[config.mk]
export PLATFORM = sky130hd
export DESIGN_NAME = instruction_decode_stage_flat
export DESIGN_NICKNAME = d
export VERILOG_FILES = /design/src/rtl/mips_pkg.sv /design/src/rtl/instruction_decode_stage_if.sv /design/src/rtl/register_file.sv /design/src/rtl/instruction_decode_stage.sv /design/src/flat_wrapper.sv
export SDC_FILE = /design/constraint.sdc
export NUM_CORES = 2
export LEC_CHECK = 0
export CAP_MARGIN = 20
export CORE_ASPECT_RATIO = 1.4
export CORE_UTILIZATION = 55
export CTS_CLUSTER_SIZE = 24
export DETAILED_ROUTE_END_ITERATION = 8
export DONT_BUFFER_PORTS = 1
export PLACE_DENSITY = 0.75
export SKIP_LAST_GASP = 1
export SLEW_MARGIN = 20
export SYNTH_ARGS = -nofsm -noshare
export SYNTH_HDL_FRONTEND = slang
export SYNTH_HIERARCHICAL = 1
export SYNTH_SLANG_ARGS = --single-unit
[constraint.sdc]
create_clock -name clk -period 14.6 [get_ports clk]
set_input_delay 3.65 -clock clk [delete_from_list [all_inputs] [get_ports clk]]
set_output_delay 3.65 -clock clk [all_outputs]
set_load 0.03 [all_outputs]
[src/rtl/mips_pkg.sv]
// Shared MIPS decode definitions: opcodes, functs, ALU ops, control and ID/EX payloads.
package mips_pkg;

  localparam int unsigned XLEN      = 32;
  localparam int unsigned REG_COUNT = 32;
  localparam int unsigned REG_AW    = 5;
  localparam int unsigned CTRL_W    = 10;

  // sll r0,r0,0
  localparam logic [XLEN-1:0] NOP_WORD = 32'h0000_0000;

  localparam logic [5:0] OP_RTYPE = 6'h00;
  localparam logic [5:0] OP_J     = 6'h02;
  localparam logic [5:0] OP_BEQ   = 6'h04;
  localparam logic [5:0] OP_BNE   = 6'h05;
  localparam logic [5:0] OP_ADDI  = 6'h08;
  localparam logic [5:0] OP_SLTI  = 6'h0A;
  localparam logic [5:0] OP_ANDI  = 6'h0C;
  localparam logic [5:0] OP_ORI   = 6'h0D;
  localparam logic [5:0] OP_LW    = 6'h23;
  localparam logic [5:0] OP_SW    = 6'h2B;

  localparam logic [5:0] FN_SLL  = 6'h00;
  localparam logic [5:0] FN_SRL  = 6'h02;
  localparam logic [5:0] FN_SRA  = 6'h03;
  localparam logic [5:0] FN_ADD  = 6'h20;
  localparam logic [5:0] FN_ADDU = 6'h21;
  localparam logic [5:0] FN_SUB  = 6'h22;
  localparam logic [5:0] FN_SUBU = 6'h23;
  localparam logic [5:0] FN_AND  = 6'h24;
  localparam logic [5:0] FN_OR   = 6'h25;
  localparam logic [5:0] FN_XOR  = 6'h26;
  localparam logic [5:0] FN_NOR  = 6'h27;
  localparam logic [5:0] FN_SLT  = 6'h2A;

  typedef enum logic [3:0] {
    ALU_ADD = 4'h0,
    ALU_SUB = 4'h1,
    ALU_AND = 4'h2,
    ALU_OR  = 4'h3,
    ALU_XOR = 4'h4,
    ALU_NOR = 4'h5,
    ALU_SLT = 4'h6,
    ALU_SLL = 4'h7,
    ALU_SRL = 4'h8,
    ALU_SRA = 4'h9
  } alu_op_e;

  typedef struct packed {
    logic    reg_dst;
    logic    alu_src;
    logic    mem_read;
    logic    mem_write;
    logic    mem_to_reg;
    logic    reg_write;
    alu_op_e alu_op;
  } ctrl_t;

  typedef struct packed {
    logic [XLEN-1:0]   read_data1;
    logic [XLEN-1:0]   read_data2;
    logic [XLEN-1:0]   imm;
    logic [REG_AW-1:0] rs;
    logic [REG_AW-1:0] rt;
    logic [REG_AW-1:0] rd;
    logic [XLEN-1:0]   pc4;
    ctrl_t             ctrl;
  } id_ex_t;

  // Unknown functs fall back to add.
  function automatic alu_op_e alu_from_funct(input logic [5:0] funct);
    alu_op_e op;
    case (funct)
      FN_SLL:          op = ALU_SLL;
      FN_SRL:          op = ALU_SRL;
      FN_SRA:          op = ALU_SRA;
      FN_ADD, FN_ADDU: op = ALU_ADD;
      FN_SUB, FN_SUBU: op = ALU_SUB;
      FN_AND:          op = ALU_AND;
      FN_OR:           op = ALU_OR;
      FN_XOR:          op = ALU_XOR;
      FN_NOR:          op = ALU_NOR;
      FN_SLT:          op = ALU_SLT;
      default:         op = ALU_ADD;
    endcase
    return op;
  endfunction

endpackage

[src/rtl/instruction_decode_stage_if.sv]
// Signal bundle between the ID stage and its neighbours (IF, EX, MEM, WB).
interface instruction_decode_stage_if;
  import mips_pkg::*;

  logic [XLEN-1:0]   instruction_in;
  logic [XLEN-1:0]   pc4_in;
  logic              wb_reg_write;
  logic [REG_AW-1:0] wb_write_reg;
  logic [XLEN-1:0]   wb_write_data;
  logic              ex_mem_read;
  logic              ex_reg_write;
  logic [REG_AW-1:0] ex_dest_reg;
  logic              mem_mem_read;
  logic [REG_AW-1:0] mem_dest_reg;

  logic              hazard_out;
  logic              branch_taken_out;
  logic [XLEN-1:0]   pc_branch_out;
  logic              jump_out;
  logic [XLEN-1:0]   pc_jump_out;
  logic [XLEN-1:0]   id_ex_read_data1;
  logic [XLEN-1:0]   id_ex_read_data2;
  logic [XLEN-1:0]   id_ex_imm;
  logic [REG_AW-1:0] id_ex_rs;
  logic [REG_AW-1:0] id_ex_rt;
  logic [REG_AW-1:0] id_ex_rd;
  logic [XLEN-1:0]   id_ex_pc4;
  logic [CTRL_W-1:0] id_ex_ctrl;

  modport master (
    input  instruction_in, pc4_in,
    input  wb_reg_write, wb_write_reg, wb_write_data,
    input  ex_mem_read, ex_reg_write, ex_dest_reg,
    input  mem_mem_read, mem_dest_reg,
    output hazard_out, branch_taken_out, pc_branch_out, jump_out, pc_jump_out,
    output id_ex_read_data1, id_ex_read_data2, id_ex_imm,
    output id_ex_rs, id_ex_rt, id_ex_rd, id_ex_pc4, id_ex_ctrl
  );

  modport slave (
    output instruction_in, pc4_in,
    output wb_reg_write, wb_write_reg, wb_write_data,
    output ex_mem_read, ex_reg_write, ex_dest_reg,
    output mem_mem_read, mem_dest_reg,
    input  hazard_out, branch_taken_out, pc_branch_out, jump_out, pc_jump_out,
    input  id_ex_read_data1, id_ex_read_data2, id_ex_imm,
    input  id_ex_rs, id_ex_rt, id_ex_rd, id_ex_pc4, id_ex_ctrl
  );

endinterface

[src/rtl/register_file.sv]
// 2R1W architectural register file; r0 reads zero, reads see a same-cycle write.
module register_file
  import mips_pkg::*;
#(
  parameter int unsigned REG_COUNT_P = REG_COUNT
) (
  input  logic                           clk,
  input  logic                           rst_n,
  input  logic [$clog2(REG_COUNT_P)-1:0] ra1,
  input  logic [$clog2(REG_COUNT_P)-1:0] ra2,
  output logic [XLEN-1:0]                rd1,
  output logic [XLEN-1:0]                rd2,
  input  logic                           we,
  input  logic [$clog2(REG_COUNT_P)-1:0] wa,
  input  logic [XLEN-1:0]                wd
);

  logic [XLEN-1:0] regs [REG_COUNT_P];

  always_ff @(posedge clk or negedge rst_n) begin
    if (!rst_n) begin
      for (int unsigned i = 0; i < REG_COUNT_P; i++) regs[i] <= '0;
    end else if (we && wa != '0) begin
      regs[wa] <= wd;
    end
  end

  // Write-through bypass so ID sees the value WB is committing this cycle.
  always_comb begin
    rd1 = '0;
    if (ra1 != '0) rd1 = (we && wa == ra1) ? wd : regs[ra1];
  end

  always_comb begin
    rd2 = '0;
    if (ra2 != '0) rd2 = (we && wa == ra2) ? wd : regs[ra2];
  end

endmodule

[src/rtl/instruction_decode_stage.sv]
// MIPS ID stage: IF/ID register, register file, control decode, hazard
// detection, branch/jump resolution and the ID/EX pipeline register.
module instruction_decode_stage
  import mips_pkg::*;
(
  input  logic                       clk,
  input  logic                       reset,
  instruction_decode_stage_if.master bus
);

  logic [XLEN-1:0]   if_id_instr;
  logic [XLEN-1:0]   if_id_pc4;
  logic [5:0]        opcode;
  logic [5:0]        funct;
  logic [REG_AW-1:0] rs;
  logic [REG_AW-1:0] rt;
  logic [REG_AW-1:0] rd;
  logic [15:0]       imm16;
  logic [XLEN-1:0]   rs_val;
  logic [XLEN-1:0]   rt_val;

  ctrl_t             ctrl;
  logic              imm_zext;
  logic              uses_rt;
  logic              is_beq;
  logic              is_bne;
  logic              is_jump;
  logic [XLEN-1:0]   imm_ext;
  logic              load_use;
  logic              branch_ex_dep;
  logic              branch_mem_dep;
  logic              hazard;
  logic              branch_taken;
  logic              jump;

  id_ex_t            id_ex_d;
  id_ex_t            id_ex_q;

  assign opcode = if_id_instr[31:26];
  assign rs     = if_id_instr[25:21];
  assign rt     = if_id_instr[20:16];
  assign rd     = if_id_instr[15:11];
  assign funct  = if_id_instr[5:0];
  assign imm16  = if_id_instr[15:0];

  // Stall holds the slot; a redirect squashes the fall-through fetch.
  always_ff @(posedge clk or negedge reset) begin
    if (!reset) begin
      if_id_instr <= NOP_WORD;
      if_id_pc4   <= '0;
    end else if (!hazard) begin
      if (branch_taken || jump) begin
        if_id_instr <= NOP_WORD;
        if_id_pc4   <= '0;
      end else begin
        if_id_instr <= bus.instruction_in;
        if_id_pc4   <= bus.pc4_in;
      end
    end
  end

  register_file #(.REG_COUNT_P(REG_COUNT)) u_register_file (
    .clk   (clk),
    .rst_n (reset),
    .ra1   (rs),
    .ra2   (rt),
    .rd1   (rs_val),
    .rd2   (rt_val),
    .we    (bus.wb_reg_write),
    .wa    (bus.wb_write_reg),
    .wd    (bus.wb_write_data)
  );

  // Main control decode.
  always_comb begin
    ctrl     = '0;
    imm_zext = 1'b0;
    uses_rt  = 1'b0;
    is_beq   = 1'b0;
    is_bne   = 1'b0;
    is_jump  = 1'b0;
    case (opcode)
      OP_RTYPE: begin
        ctrl.reg_dst   = 1'b1;
        ctrl.reg_write = 1'b1;
        ctrl.alu_op    = alu_from_funct(funct);
        uses_rt        = 1'b1;
      end
      OP_LW: begin
        ctrl.alu_src    = 1'b1;
        ctrl.mem_read   = 1'b1;
        ctrl.mem_to_reg = 1'b1;
        ctrl.reg_write  = 1'b1;
      end
      OP_SW: begin
        ctrl.alu_src   = 1'b1;
        ctrl.mem_write = 1'b1;
        uses_rt        = 1'b1;
      end
      OP_BEQ: begin
        ctrl.alu_op = ALU_SUB;
        uses_rt     = 1'b1;
        is_beq      = 1'b1;
      end
      OP_BNE: begin
        ctrl.alu_op = ALU_SUB;
        uses_rt     = 1'b1;
        is_bne      = 1'b1;
      end
      OP_ADDI: begin
        ctrl.alu_src   = 1'b1;
        ctrl.reg_write = 1'b1;
      end
      OP_SLTI: begin
        ctrl.alu_src   = 1'b1;
        ctrl.reg_write = 1'b1;
        ctrl.alu_op    = ALU_SLT;
      end
      OP_ANDI: begin
        ctrl.alu_src   = 1'b1;
        ctrl.reg_write = 1'b1;
        ctrl.alu_op    = ALU_AND;
        imm_zext       = 1'b1;
      end
      OP_ORI: begin
        ctrl.alu_src   = 1'b1;
        ctrl.reg_write = 1'b1;
        ctrl.alu_op    = ALU_OR;
        imm_zext       = 1'b1;
      end
      OP_J:    is_jump = 1'b1;
      default: ;
    endcase
  end

  assign imm_ext = imm_zext ? {16'h0000, imm16} : {{16{imm16[15]}}, imm16};

  // Branches compare in ID, so they also wait on producers still in EX or MEM.
  assign load_use = bus.ex_mem_read && (bus.ex_dest_reg != '0) &&
                    ((bus.ex_dest_reg == rs) || (uses_rt && bus.ex_dest_reg == rt));
  assign branch_ex_dep = (is_beq || is_bne) && bus.ex_reg_write && (bus.ex_dest_reg != '0) &&
                         ((bus.ex_dest_reg == rs) || (bus.ex_dest_reg == rt));
  assign branch_mem_dep = (is_beq || is_bne) && bus.mem_mem_read && (bus.mem_dest_reg != '0) &&
                          ((bus.mem_dest_reg == rs) || (bus.mem_dest_reg == rt));
  assign hazard = load_use || branch_ex_dep || branch_mem_dep;

  assign branch_taken = ((is_beq && rs_val == rt_val) || (is_bne && rs_val != rt_val)) && !hazard;
  assign jump         = is_jump && !hazard;

  assign bus.hazard_out       = hazard;
  assign bus.branch_taken_out = branch_taken;
  assign bus.jump_out         = jump;
  assign bus.pc_branch_out    = if_id_pc4 + {{14{imm16[15]}}, imm16, 2'b00};
  assign bus.pc_jump_out      = {if_id_pc4[31:28], if_id_instr[25:0], 2'b00};

  always_comb begin
    id_ex_d            = '0;
    id_ex_d.read_data1 = rs_val;
    id_ex_d.read_data2 = rt_val;
    id_ex_d.imm        = imm_ext;
    id_ex_d.rs         = rs;
    id_ex_d.rt         = rt;
    id_ex_d.rd         = rd;
    id_ex_d.pc4        = if_id_pc4;
    id_ex_d.ctrl       = ctrl;
  end

  // A stall sends an all-zero bubble into EX.
  always_ff @(posedge clk or negedge reset) begin
    if (!reset) begin
      id_ex_q <= '0;
    end else if (hazard) begin
      id_ex_q <= '0;
    end else begin
      id_ex_q <= id_ex_d;
    end
  end

  assign bus.id_ex_read_data1 = id_ex_q.read_data1;
  assign bus.id_ex_read_data2 = id_ex_q.read_data2;
  assign bus.id_ex_imm        = id_ex_q.imm;
  assign bus.id_ex_rs         = id_ex_q.rs;
  assign bus.id_ex_rt         = id_ex_q.rt;
  assign bus.id_ex_rd         = id_ex_q.rd;
  assign bus.id_ex_pc4        = id_ex_q.pc4;
  assign bus.id_ex_ctrl       = id_ex_q.ctrl;

endmodule

[src/flat_wrapper.sv]
// flat-port wrapper written by rule: the top's interface ports become plain ports
module instruction_decode_stage_flat import mips_pkg::*;
  (clk, reset, bus_instruction_in, bus_pc4_in, bus_wb_reg_write, bus_wb_write_reg, bus_wb_write_data, bus_ex_mem_read, bus_ex_reg_write, bus_ex_dest_reg, bus_mem_mem_read, bus_mem_dest_reg, bus_hazard_out, bus_branch_taken_out, bus_pc_branch_out, bus_jump_out, bus_pc_jump_out, bus_id_ex_read_data1, bus_id_ex_read_data2, bus_id_ex_imm, bus_id_ex_rs, bus_id_ex_rt, bus_id_ex_rd, bus_id_ex_pc4, bus_id_ex_ctrl);
  instruction_decode_stage_if bus_i ();
  input  logic clk;
  input  logic reset;
  input wire logic [$bits(bus_i.instruction_in)-1:0] bus_instruction_in;
  input wire logic [$bits(bus_i.pc4_in)-1:0] bus_pc4_in;
  input wire logic [$bits(bus_i.wb_reg_write)-1:0] bus_wb_reg_write;
  input wire logic [$bits(bus_i.wb_write_reg)-1:0] bus_wb_write_reg;
  input wire logic [$bits(bus_i.wb_write_data)-1:0] bus_wb_write_data;
  input wire logic [$bits(bus_i.ex_mem_read)-1:0] bus_ex_mem_read;
  input wire logic [$bits(bus_i.ex_reg_write)-1:0] bus_ex_reg_write;
  input wire logic [$bits(bus_i.ex_dest_reg)-1:0] bus_ex_dest_reg;
  input wire logic [$bits(bus_i.mem_mem_read)-1:0] bus_mem_mem_read;
  input wire logic [$bits(bus_i.mem_dest_reg)-1:0] bus_mem_dest_reg;
  output wire logic [$bits(bus_i.hazard_out)-1:0] bus_hazard_out;
  output wire logic [$bits(bus_i.branch_taken_out)-1:0] bus_branch_taken_out;
  output wire logic [$bits(bus_i.pc_branch_out)-1:0] bus_pc_branch_out;
  output wire logic [$bits(bus_i.jump_out)-1:0] bus_jump_out;
  output wire logic [$bits(bus_i.pc_jump_out)-1:0] bus_pc_jump_out;
  output wire logic [$bits(bus_i.id_ex_read_data1)-1:0] bus_id_ex_read_data1;
  output wire logic [$bits(bus_i.id_ex_read_data2)-1:0] bus_id_ex_read_data2;
  output wire logic [$bits(bus_i.id_ex_imm)-1:0] bus_id_ex_imm;
  output wire logic [$bits(bus_i.id_ex_rs)-1:0] bus_id_ex_rs;
  output wire logic [$bits(bus_i.id_ex_rt)-1:0] bus_id_ex_rt;
  output wire logic [$bits(bus_i.id_ex_rd)-1:0] bus_id_ex_rd;
  output wire logic [$bits(bus_i.id_ex_pc4)-1:0] bus_id_ex_pc4;
  output wire logic [$bits(bus_i.id_ex_ctrl)-1:0] bus_id_ex_ctrl;
  assign bus_i.instruction_in = bus_instruction_in;
  assign bus_i.pc4_in = bus_pc4_in;
  assign bus_i.wb_reg_write = bus_wb_reg_write;
  assign bus_i.wb_write_reg = bus_wb_write_reg;
  assign bus_i.wb_write_data = bus_wb_write_data;
  assign bus_i.ex_mem_read = bus_ex_mem_read;
  assign bus_i.ex_reg_write = bus_ex_reg_write;
  assign bus_i.ex_dest_reg = bus_ex_dest_reg;
  assign bus_i.mem_mem_read = bus_mem_mem_read;
  assign bus_i.mem_dest_reg = bus_mem_dest_reg;
  assign bus_hazard_out = bus_i.hazard_out;
  assign bus_branch_taken_out = bus_i.branch_taken_out;
  assign bus_pc_branch_out = bus_i.pc_branch_out;
  assign bus_jump_out = bus_i.jump_out;
  assign bus_pc_jump_out = bus_i.pc_jump_out;
  assign bus_id_ex_read_data1 = bus_i.id_ex_read_data1;
  assign bus_id_ex_read_data2 = bus_i.id_ex_read_data2;
  assign bus_id_ex_imm = bus_i.id_ex_imm;
  assign bus_id_ex_rs = bus_i.id_ex_rs;
  assign bus_id_ex_rt = bus_i.id_ex_rt;
  assign bus_id_ex_rd = bus_i.id_ex_rd;
  assign bus_id_ex_pc4 = bus_i.id_ex_pc4;
  assign bus_id_ex_ctrl = bus_i.id_ex_ctrl;
  instruction_decode_stage u_core (.clk(clk), .reset(reset), .bus(bus_i));
endmodule
==> metrics.md <==
| Metric | Value |
|---|---|
| CP Capture Type | `output pin` |
| Worst slew pin tran | `1.30 ns` |
| Post-synth design cell area | `64,800 µm²` |
| Worst relative slew slack | `12.9%` |
| Hold path cells | `0` |
| CTS clk-pin slew, worst paths | `0.07 ns` |
| DR top layer | `met5` |
| Post-route ant nets | `0` |
| Drt pass-1 iters | `6` |
| Count leader, synth | `dfrtp_1` |
| Hold path startpoint | `u_core/u_register_file/regs[1003]` |
| Core box area | `116,000 µm²` |
| Vias in the first global route | `44,400` |
| M1 WL | `73,500 µm` |
| Worst r2r src | `u_core/if_id_instr[16]` |
| CTS Buffer Depth | `3` |
| Sequential share of the synthesized area | `47.1%` |
| Leakage | `29.7 nW` |
| Largest cells by area after synthesis | `dfrtp_1, mux2_2, mux4_2` |
| DIE HEIGHT | `408 µm` |
| R2R cell count | `15` |
| Worst Hold Class | `flop to flop` |
| Layout Cells excl Fill | `6,074` |
| Tot Pwr | `0.0103 W` |
| PortBufs | `0` |
| RR Endpoint | `u_core/if_id_pc4[5]` |
| GPL Wtd Cong | `0.946` |
| Detail Route met3 WL | `25,200 µm` |
| Place WS | `2.73 ns` |
| Max Clock Freq | `81.9 MHz` |
| R2r setup slk | `7.79 ns` |
| Total CTS buffers | `113` |
| Startpoint Class | `input port` |
| Post-synth EDFFs | `0` |
| Switching pwr | `0.00315 W` |
| Arrival time worst endpoint | `8.57 ns` |
| # setup viols final | `0` |
| Total gr overflow | `0` |
| Logic gate share of total power | `22.9%` |
| Dpl cells | `5,852` |
| P per Cell Area | `148 nW/µm²` |
| Total number of yosys warnings | `6` |
| Setup repair after global routing missed its margin | `false` |
| Area delta synth->final | `7.11%` |
| Cell Int Power | `0.00711 W` |
| Die area | `119,000 µm²` |
| Site Rows | `148` |
| Most instantiated cells after synthesis | `dfrtp_1, mux2_2, mux4_2, clkbuf_1, nor2_1` |
| Crit path kind | `input port to output pin` |
| Worst-path fanout max | `27` |
| Hold endpoint | `u_core/u_register_file/regs[1003]` |
| Mean area per synthesized cell | `13.6 µm²` |
| Worst Skew | `0.0333 ns` |
| Clock share of power | `32.0%` |
| Final worst path period share | `83.7%` |
| Clock tree sinks | `1,220` |
| Antenna violations before repair | `10` |
| Sum Neg Setup Slack | `0 ns` |
| Die width | `292 µm` |
| Share of power burned in registers | `45.1%` |
| Post-synthesis cell type count | `81` |
| Minimum clock period | `12.22 ns` |
| IO Pins | `337` |
| Post-CTS sizing | `0` |
| Predominant post-synthesis flop cell | `dfrtp_1` |
| Run status | `finished, final reports clean` |
| Post-Synthesis Cells | `4,780` |
| Sw Share | `30.7%` |
| DR vias | `44,000` |
| Share of cells above drive strength 1 | `41.0%` |
| Crit path required time | `10.95 ns` |
| First-pass GRT wire length | `310,000 µm` |
| DRC | `0` |
| #FFs+latches synth | `1,220` |
| Setup Buffers After CTS | `0` |
| DR iter-0 viols | `5,152` |
| Initial core utilization | `55.7%` |
| Hold Vio Cnt, Final | `0` |
| Min Hold Slack | `0.381 ns` |
| Leading area contributor after synthesis | `dfrtp_1` |
| Routed vias/inst | `7.25` |
| Post-Route WL | `213,000 µm` |
| Peak VDD IR | `0.000108 V` |
| Max-Cap Viols | `0` |
| Tot GR Track Use | `35.7%` |
| Post-layout net count | `4,616` |
| Synth top area share | `47.1%` |
| Max-slew violations | `0` |
| Root Driver | `clkbuf_16` |
| Detailed placement HPWL | `127,000 µm` |
| Wire per inst | `35.0 µm` |
| CTS tree | `built` |
| Async SR Flop Fraction | `100%` |
| Hold-fix buffers, CTS | `0` |
| H-Tree Depth | `3` |
| Worst setup margin | `2.38 ns` |
| Largest net degree at the start of global routing | `234` |
| Worst-Skew Late Latency | `0.75 ns` |
| Met2 wire length | `97,800 µm` |
-- cell usage in the layout (no fill, tap or decap), types with 23 or more instances in the layout --
cell,count
mux2_2,1088
xor2_1,49
nand2_1,96
a22oi_1,73
xnor2_1,42
mux2i_1,94
nor2_1,128
ha_1,29
nor2b_1,23
nor4_1,49
buf_4,91
and2_1,141
mux4_2,413
a31o_1,62
a221oi_1,26
and2_0,50
o22ai_1,99
a211oi_1,25
dfrtp_1,1209
nor3_1,42
a21oi_1,112
a221o_1,34
o21ai_0,87
clkbuf_16,118
-- power by group through the flow --
stage | registers, W | logic [W] | clock network, W
after CTS | 0.00461 | 0.00231 | 0.00330
final | 0.00463 | 0.00235 | 0.00328
after global placement | 0.00462 | 0.00225 | 0
after global routing | 0.00469 | 0.00245 | 0.00343
after detailed placement | 0.00466 | 0.00229 | 0
after floorplan | 0.00445 | 0.00181 | 0
-- flip-flops by register name (all words and copies together) (netlist names) --
register and cells:
u_core/bus.id_ex_ctrl 9, u_core/bus.id_ex_imm 13, u_core/bus.id_ex_pc4 32, u_core/bus.id_ex_rd 4
u_core/bus.id_ex_read_data1 32, u_core/bus.id_ex_read_data2 32, u_core/bus.id_ex_rs 5, u_core/bus.id_ex_rt 5
u_core/if_id_instr 32, u_core/if_id_pc4 32, u_core/u_register_file/regs 1024
-- cell families after synthesis --
kind of cell	share of synthesized area, %
multiplexers	34.7
flip-flops	47.1
AND/OR/NAND/NOR	5.40
AO/OA/AOI/OAI	6.63
buffers and inverters	4.31
XOR/XNOR	1.23
adder cells (fa/ha/maj)	0.591
other	0.00579
-- through the flow --
step | instance area [µm²] | utilization [%]
3_5_place_dp | 65200 | 56.0
3_3_place_gp | 65200 | 56.0
5_1_grt | 69400 | 59.6
6_report | 69400 | 59.6
4_1_cts | 69400 | 59.5
2_1_floorplan | 64800 | -
-- how the worst max path moves through the flow --
| stage | slack, ns | end | startpoint |
|---|---|---|---|
| after floorplan | 4.65 | bus_branch_taken_out | bus_wb_write_reg[2] |
| after detailed placement | 2.73 | bus_branch_taken_out | bus_wb_write_reg[1] |
| after global routing | 2.50 | bus_branch_taken_out | bus_wb_write_reg[3] |
| after global placement | 2.81 | bus_branch_taken_out | bus_wb_write_reg[1] |
| final | 2.38 | bus_branch_taken_out | bus_wb_write_reg[1] |
| after CTS | 2.71 | bus_branch_taken_out | bus_wb_write_reg[1] |
-- final cells by class --
cell class | count | area [µm²]
Fill cell | 8729 | 47000
Inverter | 23 | 86.3
Clock buffer | 156 | 3310
Antenna cell | 7 | 17.5
Multi-Input combinational cell | 3005 | 31700
Clock inverter | 57 | 816
Tap cell | 1500 | 1880
Sequential cell | 1220 | 30600
Timing Repair Buffer | 106 | 1050
-- metal layers --
metal / up-vias / track usage [%]
li1: 17300 / -
met1: 22900 / 43.7
met2: 3061 / 55.3
met3: 771 / 10.5
met4: 6 / 23.2
met5: - / 0
-- critical path: stages --
cell,delay [ns]
xnor2_1,0.14
nand4_1,0.34
or2_2,0.41
buf_4,0.25
nor2_2,0.81
a221o_1,0.33
xor2_1,0.08
nor4_1,0.94
nand4_1,0.18
nor2_1,0.37
mux2i_1,0.49
and2_1,0.57
(Power assumes the default switching activity.)
